--- config.mk ---
export PLATFORM = sky130hd
export DESIGN_NAME = universal_shift_register
export DESIGN_NICKNAME = d
export VERILOG_FILES = /design/src/rtl/universal_shift_register.sv
export SDC_FILE = /design/constraint.sdc
export NUM_CORES = 1
export LEC_CHECK = 0
export CELL_PAD_IN_SITES_DETAIL_PLACEMENT = 1
export CELL_PAD_IN_SITES_GLOBAL_PLACEMENT = 1
export CORE_MARGIN = 1
export CORE_UTILIZATION = 39
export DETAILED_ROUTE_END_ITERATION = 16
export DONT_BUFFER_PORTS = 1
export GPL_TIMING_DRIVEN = 0
export PLACE_DENSITY = 0.72
export SYNTH_ARGS = -nofsm -noshare
export SYNTH_HDL_FRONTEND = slang
export SYNTH_SLANG_ARGS = --single-unit
--- constraint.sdc ---
create_clock -name clk -period 2.6 [get_ports clk]
set_clock_uncertainty 0.2 [all_clocks]
set_input_delay 0.52 -clock clk [delete_from_list [all_inputs] [get_ports clk]]
set_output_delay 0.52 -clock clk [all_outputs]
set_load 0.03 [all_outputs]
--- src/rtl/universal_shift_register.sv ---
// Universal shift register: hold, shift left, shift right (serial fill or
// rotate) and parallel load, gated by en. A word-boundary counter tracks
// shifts since the last load/reset/wrap and pulses word_done after every
// WIDTH shifts, so the block can frame serial streams directly.
module universal_shift_register #(
  parameter int              WIDTH       = 4,
  parameter logic [WIDTH-1:0] RESET_VALUE = '0,
  localparam int             CW          = $clog2(WIDTH + 1)
) (
  input  logic             clk,
  input  logic             rst,
  input  logic             en,
  input  logic [1:0]       mode,
  input  logic             rotate,
  input  logic             sin,
  input  logic [WIDTH-1:0] pin,
  output logic [WIDTH-1:0] out,
  output logic             sout_msb,
  output logic             sout_lsb,
  output logic [CW-1:0]    shift_count,
  output logic             word_done
);

  localparam logic [1:0] MODE_HOLD  = 2'b00;
  localparam logic [1:0] MODE_LEFT  = 2'b01;
  localparam logic [1:0] MODE_RIGHT = 2'b10;
  localparam logic [1:0] MODE_LOAD  = 2'b11;

  logic             do_shift;
  logic             do_load;
  logic             wrap;
  logic             fill_bit;
  logic [WIDTH-1:0] out_nxt;

  // Decode the operation for this edge and form the next register value.
  // The fill bit is a mux rather than a gate so sin cannot leak into out
  // when rotating or when the mode ignores it.
  always_comb begin
    do_shift = en && ((mode == MODE_LEFT) || (mode == MODE_RIGHT));
    do_load  = en && (mode == MODE_LOAD);
    wrap     = do_shift && (shift_count == CW'(WIDTH - 1));
    fill_bit = sin;
    out_nxt  = out;
    if (mode == MODE_LEFT) begin
      fill_bit = rotate ? out[WIDTH-1] : sin;
      out_nxt  = {out[WIDTH-2:0], fill_bit};
    end else if (mode == MODE_RIGHT) begin
      fill_bit = rotate ? out[0] : sin;
      out_nxt  = {fill_bit, out[WIDTH-1:1]};
    end else if (mode == MODE_LOAD) begin
      out_nxt  = pin;
    end else if (mode == MODE_HOLD) begin
      out_nxt  = out;
    end
  end

  // Register contents, word counter and the one-cycle word_done pulse.
  // A load on what would have been the wrap edge clears the count and
  // suppresses the pulse because wrap is only true for shift edges.
  always_ff @(posedge clk or posedge rst) begin
    if (rst) begin
      out         <= RESET_VALUE;
      shift_count <= '0;
      word_done   <= 1'b0;
    end else begin
      word_done <= wrap;
      if (do_load) begin
        out         <= out_nxt;
        shift_count <= '0;
      end else if (do_shift) begin
        out         <= out_nxt;
        shift_count <= wrap ? '0 : shift_count + 1'b1;
      end
    end
  end

  // Serial taps are straight wires off the register.
  always_comb begin
    sout_msb = out[WIDTH-1];
    sout_lsb = out[0];
  end

endmodule

* Yosys cells after proc, flatten, opt, wreduce, memory -nomap -nowiden *
Cells that the tools add are included.

word-level totals
  register bits = 8
  bits in latches = 0
  RAM bits = 0
  bits in read-only memories = 0
  input bits = 11
  output and inout bits = 10
  memories kept = 0

operators by class
  add/subtract/negate cells = 1
  multipliers = 0
  div/mod/pow operators = 0
  magnitude comparators = 0
  equality and inequality tests = 4
  shift-type cells = 0
  multiplexer cells = 10
  bitwise gates (word level) = 0
  reductions and logical operators = 5

operator list
  kind                   number
  $mux W4                5
  $mux W3                3
  $eq A2 B2 Y1 const B   2
  $add A3 B1 Y3 const B  1
  $eq A3 B2 Y1 const B   1
  $logic_and A1 B1 Y1    3
  $eq A2 B1 Y1 const B   1
  $mux W1                2
  $reduce_bool A2 Y1     1
  $logic_or A1 B1 Y1     1

* Longest topological paths before layout *
Gate-level depths: netlist of the first run.

  depth in word-level cells = 7
  gate-level depth with buffers = 6
  depth with buffers taken out = 5

* Worst setup path before layout of the first run *
OpenSTA, ideal clock, no wires.

  path kind = input -> register
  start = in mode[0]
  end = reg out[0]
  arrival time = 1434 ps
  slack = 842 ps
  cell stages on the path = 5
  cell sequence = inv_1 ha_1 o21ai_2 nor2_2 mux2_2

between the ends
  longest elaborated chain between the ends = 6
  elaborated cells on any way between the ends = 12
  those cells by class = 3 x eq/ne; 5 x mux; 4 x reduce/logical

RTL lines
  element               RTL line  text
  start, declared       13        input logic [1:0] mode,
  $eq A2 B2 Y1          40, 50
  $mux W4               50        end else if (mode == MODE_LOAD) begin
  $mux W4               47        end else if (mode == MODE_RIGHT) begin
  $mux W4               44        if (mode == MODE_LEFT) begin
  $mux W4               70        end else if (do_shift) begin
  $mux W4               67        if (do_load) begin
  end signal, assigned  68        out <= out_nxt;
  end signal, assigned  71        out <= out_nxt;
  end, declared         17        output logic [WIDTH-1:0] out,

Parallel ways exist; a longest one is shown, timed or not. The select of a mux whose other input is x is not followed.
A chain may end at the register's enable or synchronous reset.

* Worst setup path in the final report of the first run *
  start = reg out[3]
  end = out out[3]

No word-level cell between the ends.

==> impl_metrics.csv, run 1 <==
group,metric,value,unit
worst_hold_path,hold_path_startpoint,"en",
detailed_routing,wl_per_cell,14.91,microns
global_route,grt_overflow,0,
timing,relSlewSlack,73.10,%
worst_hold_path,hold_path.class,"primary input to flop",
final_layout,layout.nets,72,
floorplan,die_h,38.53,microns
synth,synth_cells,50,
final_layout,final_common_cell,"dfrtp_1",
synth,yosys_register_bits,8,
timing,fmax,558.6,MHz
floorplan,initial_core_util,44.44,%
detailed_routing,wirelength,1014,microns
clock_tree,cts_buffers,3,
setup_path,cpLargestDelayFamily,"flip-flops",
clock_tree,clockRootBuffer,"clkbuf_4",
power,total_power,0.4879,mW
final_layout,layout_common_cells,"8 x dfrtp_1, 6 x mux2i_1, 5 x ha_1, 4 x nand2_1, 4 x inv_1",
synth,ys_types,21,
floorplan,fp-row-count,12,
floorplan,ios,21,
detailed_routing,via_count,373,
setup_path,cp.arrival,1.07,ns
setup_path,cp_max_fo,5,
detailed_routing,ant_nets,0,
setup_path,crit_chain,"buf_4",
global_route,grt_pass1_wl,1669,microns
setup_path,critPathKind,"flop to primary output",
detailed_routing,drc_errors,0,
setup_path,rrSetupSlack,0.97,ns
power,p_per_area,855.2,nW/um^2
final_layout,area_delta_synth_final,9.615,%
place,place_congestion,0.7144,
synth,syn_nets,66,
setup_path,r2r_end,"shift_count[0]",
global_route,grt_max_degree,9,
synth,yosysWarnings,0,
place,port_buffers,0,
timing,fin_crit_sh,68.85,%
floorplan,die_area,1485,sq um
setup_path,end_kind,"primary output",
place,placed_area,538.0,sq um
clock_tree,cts_max_level,1,
final_layout,drive_gt1_share,20.37,%
detailed_routing,drt_iter0_drc,2,
setup_path,path_buf_inv,1,
power,peakVddDrop,0.3568,mV
setup_path,cpPeakStageDelay,0.58,ns
clock_tree,numClockSinks,8,
floorplan,core-area,1171,sq um
final_layout,num_antenna_cells,0,
worst_hold_path,whs_path_depth,1,
timing,slew_violations,0,
timing,rsz0062_at_grt,"false",
clock_tree,tritoncts,"yes",
clock_tree,clock_latency,0.25,ns
final_layout,fin_area,570.5,sq um
detailed_routing,vias_per_cell,5.485,
clock_tree,clk_pin_slew,0.05,ns
timing,finalHoldWorstSlack,0.1712,ns
global_route,grt_pass1_vias,374,
timing,worst_slew_pin_slew,0.4035,ns
setup_path,ff2ff_path_depth,4,
flow_run,drv_cap,0,
synth,avgSynthCellArea,10.41,sq um
clock_tree,cts_resized,0,
setup_path,startpoint_type,"flop",
timing,fin_tns_setup,0,ns
power,static-leakage-power,0.2822,nW
timing,period_needed,1.790,ns
setup_path,slowest_stage,"dfrtp_1",
synth,syn_area,520.5,sq um
global_route,grt_antenna_before_repair,0,
floorplan,die_w,38.53,microns
setup_path,crit_required,1.88,ns
timing,setup_violations,0,
clock_tree,cts.path.max_buffers,2,
detailed_routing,first_pass_iters,3,
worst_hold_path,min_to,"shift_count[2]",
timing,hold_viol,0,
run_status,status,"finished, final reports clean",
place,hpwl,824.9,microns
global_route,grtUsageTotal,17.86,%
synth,synth_seq_area_share,38.46,%
setup_path,r2r_start,"shift_count[0]",
cells in the mapped netlist:
master	n	area share [%]
a2bb2oi_1	1	1.7
inv_1	4	2.9
ha_1	5	12
nor2_2	1	1.2
a211o_1	1	1.7
o22ai_1	1	1.2
mux2_2	3	6.5
dfrtp_1	8	38
buf_2	1	0.96
o21ai_0	3	2.9
buf_4	2	2.9
a21o_1	1	1.4
nand2_1	4	2.9
nor2_1	1	0.72
mux2i_1	6	12
o21ai_2	1	1.7
nor2b_1	2	2.4
a211oi_1	1	1.4
nand2b_1	2	2.4
o31a_1	1	1.7
a21boi_0	1	1.4
worst register-to-register path, cell delays in order, from the launching register on:
cell and delay [ns]:
dfrtp_1 0.53, ha_1 0.29, nor2b_1 0.14, o31a_1 0.25
o22ai_1 0.14
cell type report:
cell class	instances	area, sq um
Multi-Input combinational cell	35	285.3
Buffer	3	20.02
Sequential cell	8	200.2
Fill cell	137	600.6
Timing Repair Buffer	1	10.01
Inverter	4	15.01
Clock buffer	3	22.52
Tap cell	14	17.52
power by group:
group	total [mW]	leakage [nW]	switching, mW	internal, mW
clock network	0.0955	0.0138	0.0426	0.0529
logic	0.129	0.168	0.0656	0.0638
registers	0.263	0.100	0.107	0.156
total	0.488	0.282	0.216	0.272
state kept, by name (all words and copies together), names as in the netlist:
signal and flops:
word_done 1, shift_count 3, out 4
kinds of logic after synthesis:
kind of cell             Yosys count  synth area share (%)
AO/OA/AOI/OAI                     11                 15.15
adder cells (fa/ha/maj)            5                 12.02
buffers and inverters              7                 6.728
flip-flops                         8                 38.46
multiplexers                       9                 18.03
AND/OR/NAND/NOR                   10                 9.614
through the flow:
step,setup WS (ns),std cells,util (%)
6_report,0.8100,68,48.72
5_1_grt,0.7599,68,48.72
4_1_cts,0.7999,68,48.72
3_5_place_dp,0.7360,64,45.94
3_3_place_gp,0.7633,64,45.94
2_1_floorplan,0.8415,50,-
how the worst max path moves through the flow:
stage	startpoint	end	slack, ns	cells after the start
after floorplan	mode[0]	out[0]	0.84	5
after global placement	mode[0]	out[2]	0.76	5
after detailed placement	mode[1]	out[1]	0.74	5
after CTS	out[3]	out[3]	0.80	1
after global routing	out[3]	out[3]	0.76	1
final	out[3]	out[3]	0.81	1
routing by layer:
layer / up-vias / GRT usage (%) / share of wire, %
met4: 0 / 10.34 / 0.79
met5: - / 0 / 0
met1: 177 / 22.91 / 44
met2: 13 / 23.75 / 47
met3: 2 / 8.721 / 7.7
li1: 181 / - / -
what timing repair did:
action	in CTS	in global routing
hold buffers	1	0
buffers inserted	0	0
hold endpoints to repair	8	0
(Power assumes the default switching activity.)
==> inputs of run 2 (changes only) <==
CORE_UTILIZATION = 38   (was 39)
PLACE_DENSITY = 0.74   (was 0.72)
clock period = 1.5 ns   (was 2.6 ns; I/O delays follow)
==> run 2 against run 1 <==
  * Utilization up 5.2 points
  * Hold slack got worse by 0.12 ns
  * Setup slack got worse by 0.81 ns
  * Via count is 8.0% higher
  * Sequential power rose by 82%
  * Register-to-register slack worse by 0.97 ns
  * Clock power grew 98%
  * Highest routed layer unchanged
  * Combinational power up 120%
  * Global-route usage grew 3.5 points
  * Clock-buffer cell count grew 1
==> impl_metrics.csv, run 2 (same netlist as run 1, synthesis figures left out) <==
group,metric,value,unit
global_route,grtUsageTotal,21.37,%
power,p_per_area,1481,nW/um^2
floorplan,initial_core_util,43.88,%
floorplan,die_h,39.01,microns
final_layout,layout_common_cells,"6 x mux2i_1, 4 x nand2_1, 4 x inv_1, 4 x dfrtp_2, 4 x dfrtp_1",
detailed_routing,vias_per_cell,5.757,
final_layout,fin_area,639.4,sq um
detailed_routing,via_count,403,
timing,period_needed,1.499,ns
timing,worst_slew_pin_slew,0.3733,ns
final_layout,largest_register_ffs,4,
place,dp_cells,64,
final_layout,num_antenna_cells,0,
timing,finalHoldWorstSlack,0.04938,ns
timing,hold_viol,0,
global_route,grt_max_degree,9,
setup_path,cpPeakStageDelay,0.51,ns
detailed_routing,wirelength,1259,microns
setup_path,crit_required,1.48,ns
clock_tree,numClockSinks,8,
timing,fin_crit_sh,99.95,%
place,hpwl,896.9,microns
clock_tree,clockRootBuffer,"clkbuf_4",
floorplan,ios,21,
timing,fin_tns_setup,0,ns
detailed_routing,drc_errors,0,
timing,relSlewSlack,75.12,%
power,total_power,0.9470,mW
flow_run,drv_cap,0,
timing,fmax,667.0,MHz
run_status,status,"finished, final reports clean",
clock_tree,clock_latency,0.26,ns
place,port_buffers,0,
place,placed_area,570.5,sq um
final_layout,top_regs,"out x4, shift_count x3, word_done x1",
detailed_routing,wl_per_cell,17.99,microns
floorplan,die_w,39.01,microns
floorplan,die_area,1522,sq um
setup_path,end_kind,"flop",
final_layout,final_common_cell,"mux2i_1",
floorplan,core-area,1186,sq um
setup_path,cpLargestDelayFamily,"flip-flops",
global_route,grt_pass1_wl,1987,microns
final_layout,fillers,128,
timing,rsz0062_at_grt,"true",
timing,slew_violations,0,
timing,setup_violations,0,
final_layout,largest-register,"out",
clock_tree,tritoncts,"yes",
setup_path,startpoint_type,"flop",
setup_path,slowest_stage,"dfrtp_2",
setup_path,path_buf_inv,0,
global_route,grt_antenna_before_repair,0,
power,static-leakage-power,0.2958,nW
place,place_congestion,0.7651,
final_layout,area_delta_synth_final,22.84,%
clock_tree,cts_buffers,3,
final_layout,instances_no_fill,70,
setup_path,cp.arrival,1.48,ns
floorplan,fp-row-count,12,
worst_hold_path,hold_path.class,"primary input to flop",
setup_path,cp_max_fo,5,
global_route,grt_overflow,0,
final_layout,layout.nets,73,
clock_tree,cts.path.max_buffers,2,
detailed_routing,first_pass_iters,4,
global_route,grt_pass1_vias,451,
final_layout,drive_gt1_share,32.14,%
setup_path,critPathKind,"flop to flop",
clock_tree,clk_pin_slew,0.06,ns
clock_tree,cts_max_level,1,
detailed_routing,drt_iter0_drc,7,
power,peakVddDrop,0.5945,mV
setup_path,crit_chain,"ha_4 > nor2b_1 > o31a_1 > o22ai_2",
detailed_routing,ant_nets,0,
==> run 2: layout make-up <==
type	instances	area (sq um)	share of cell area (%)
buffer	3	22.52	3.523
sequential	8	205.2	32.09
inverter	4	15.01	2.348
multi-input combinational	35	332.8	52.05
timing repair buffer	2	20.02	3.131
tap	14	17.52	2.740
clock buffer	4	26.28	4.110
==> run 2: path summary, 6_finish.rpt <==
path | end | from | cells after the start | slack (ns)
max | shift_count[0] | shift_count[0] | 4 | 0.0008
min | word_done | en | 2 | 0.05
max reg2reg | shift_count[0] | shift_count[0] | 4 | 0.0008
min reg2reg | shift_count[1] | shift_count[1] | 2 | 0.47
max in group asynchronous | out[0] | rst | 2 | 0.62
min in group asynchronous | shift_count[2] | rst | 2 | 0.22
==> run 2: where the power goes <==
| group | leakage (nW) | total (mW) | internal, mW | switching, mW |
|---|---|---|---|---|
| clock network | 0.0150 | 0.189 | 0.103 | 0.0862 |
| registers | 0.0957 | 0.479 | 0.278 | 0.201 |
| logic | 0.185 | 0.279 | 0.150 | 0.128 |
==> run 2: metal layers <==
metal	track usage, %	part of all wire (%)
met4	10.34	1.7
met5	0	0
met2	34.17	50
met3	11.56	6.5
met1	22.54	42
==> run 2: what timing repair did <==
action,CTS,global route
pin swaps,2,0
setup buffers,0,0
cloned,0,0
endpoints found under the hold margin,10,0
hold buffers,2,0
gates resized for setup,5,1
setup endpoints to repair,3,1
==> run 2: stage by stage <==
stage	setup slack, ns	util (%)
6_report	0.0008243	53.90
5_1_grt	-0.01046	53.90
4_1_cts	-0.00003164	53.38
3_5_place_dp	-0.1060	48.10
3_3_place_gp	-0.03876	48.10
2_1_floorplan	0.008254	-
==> inputs of run 3 (changes only) <==
GPL_ROUTABILITY_DRIVEN = 0   (was unset)
==> results of run 3 <==
Same layout as run 2: the final DEF is identical, and so are final timing and power.
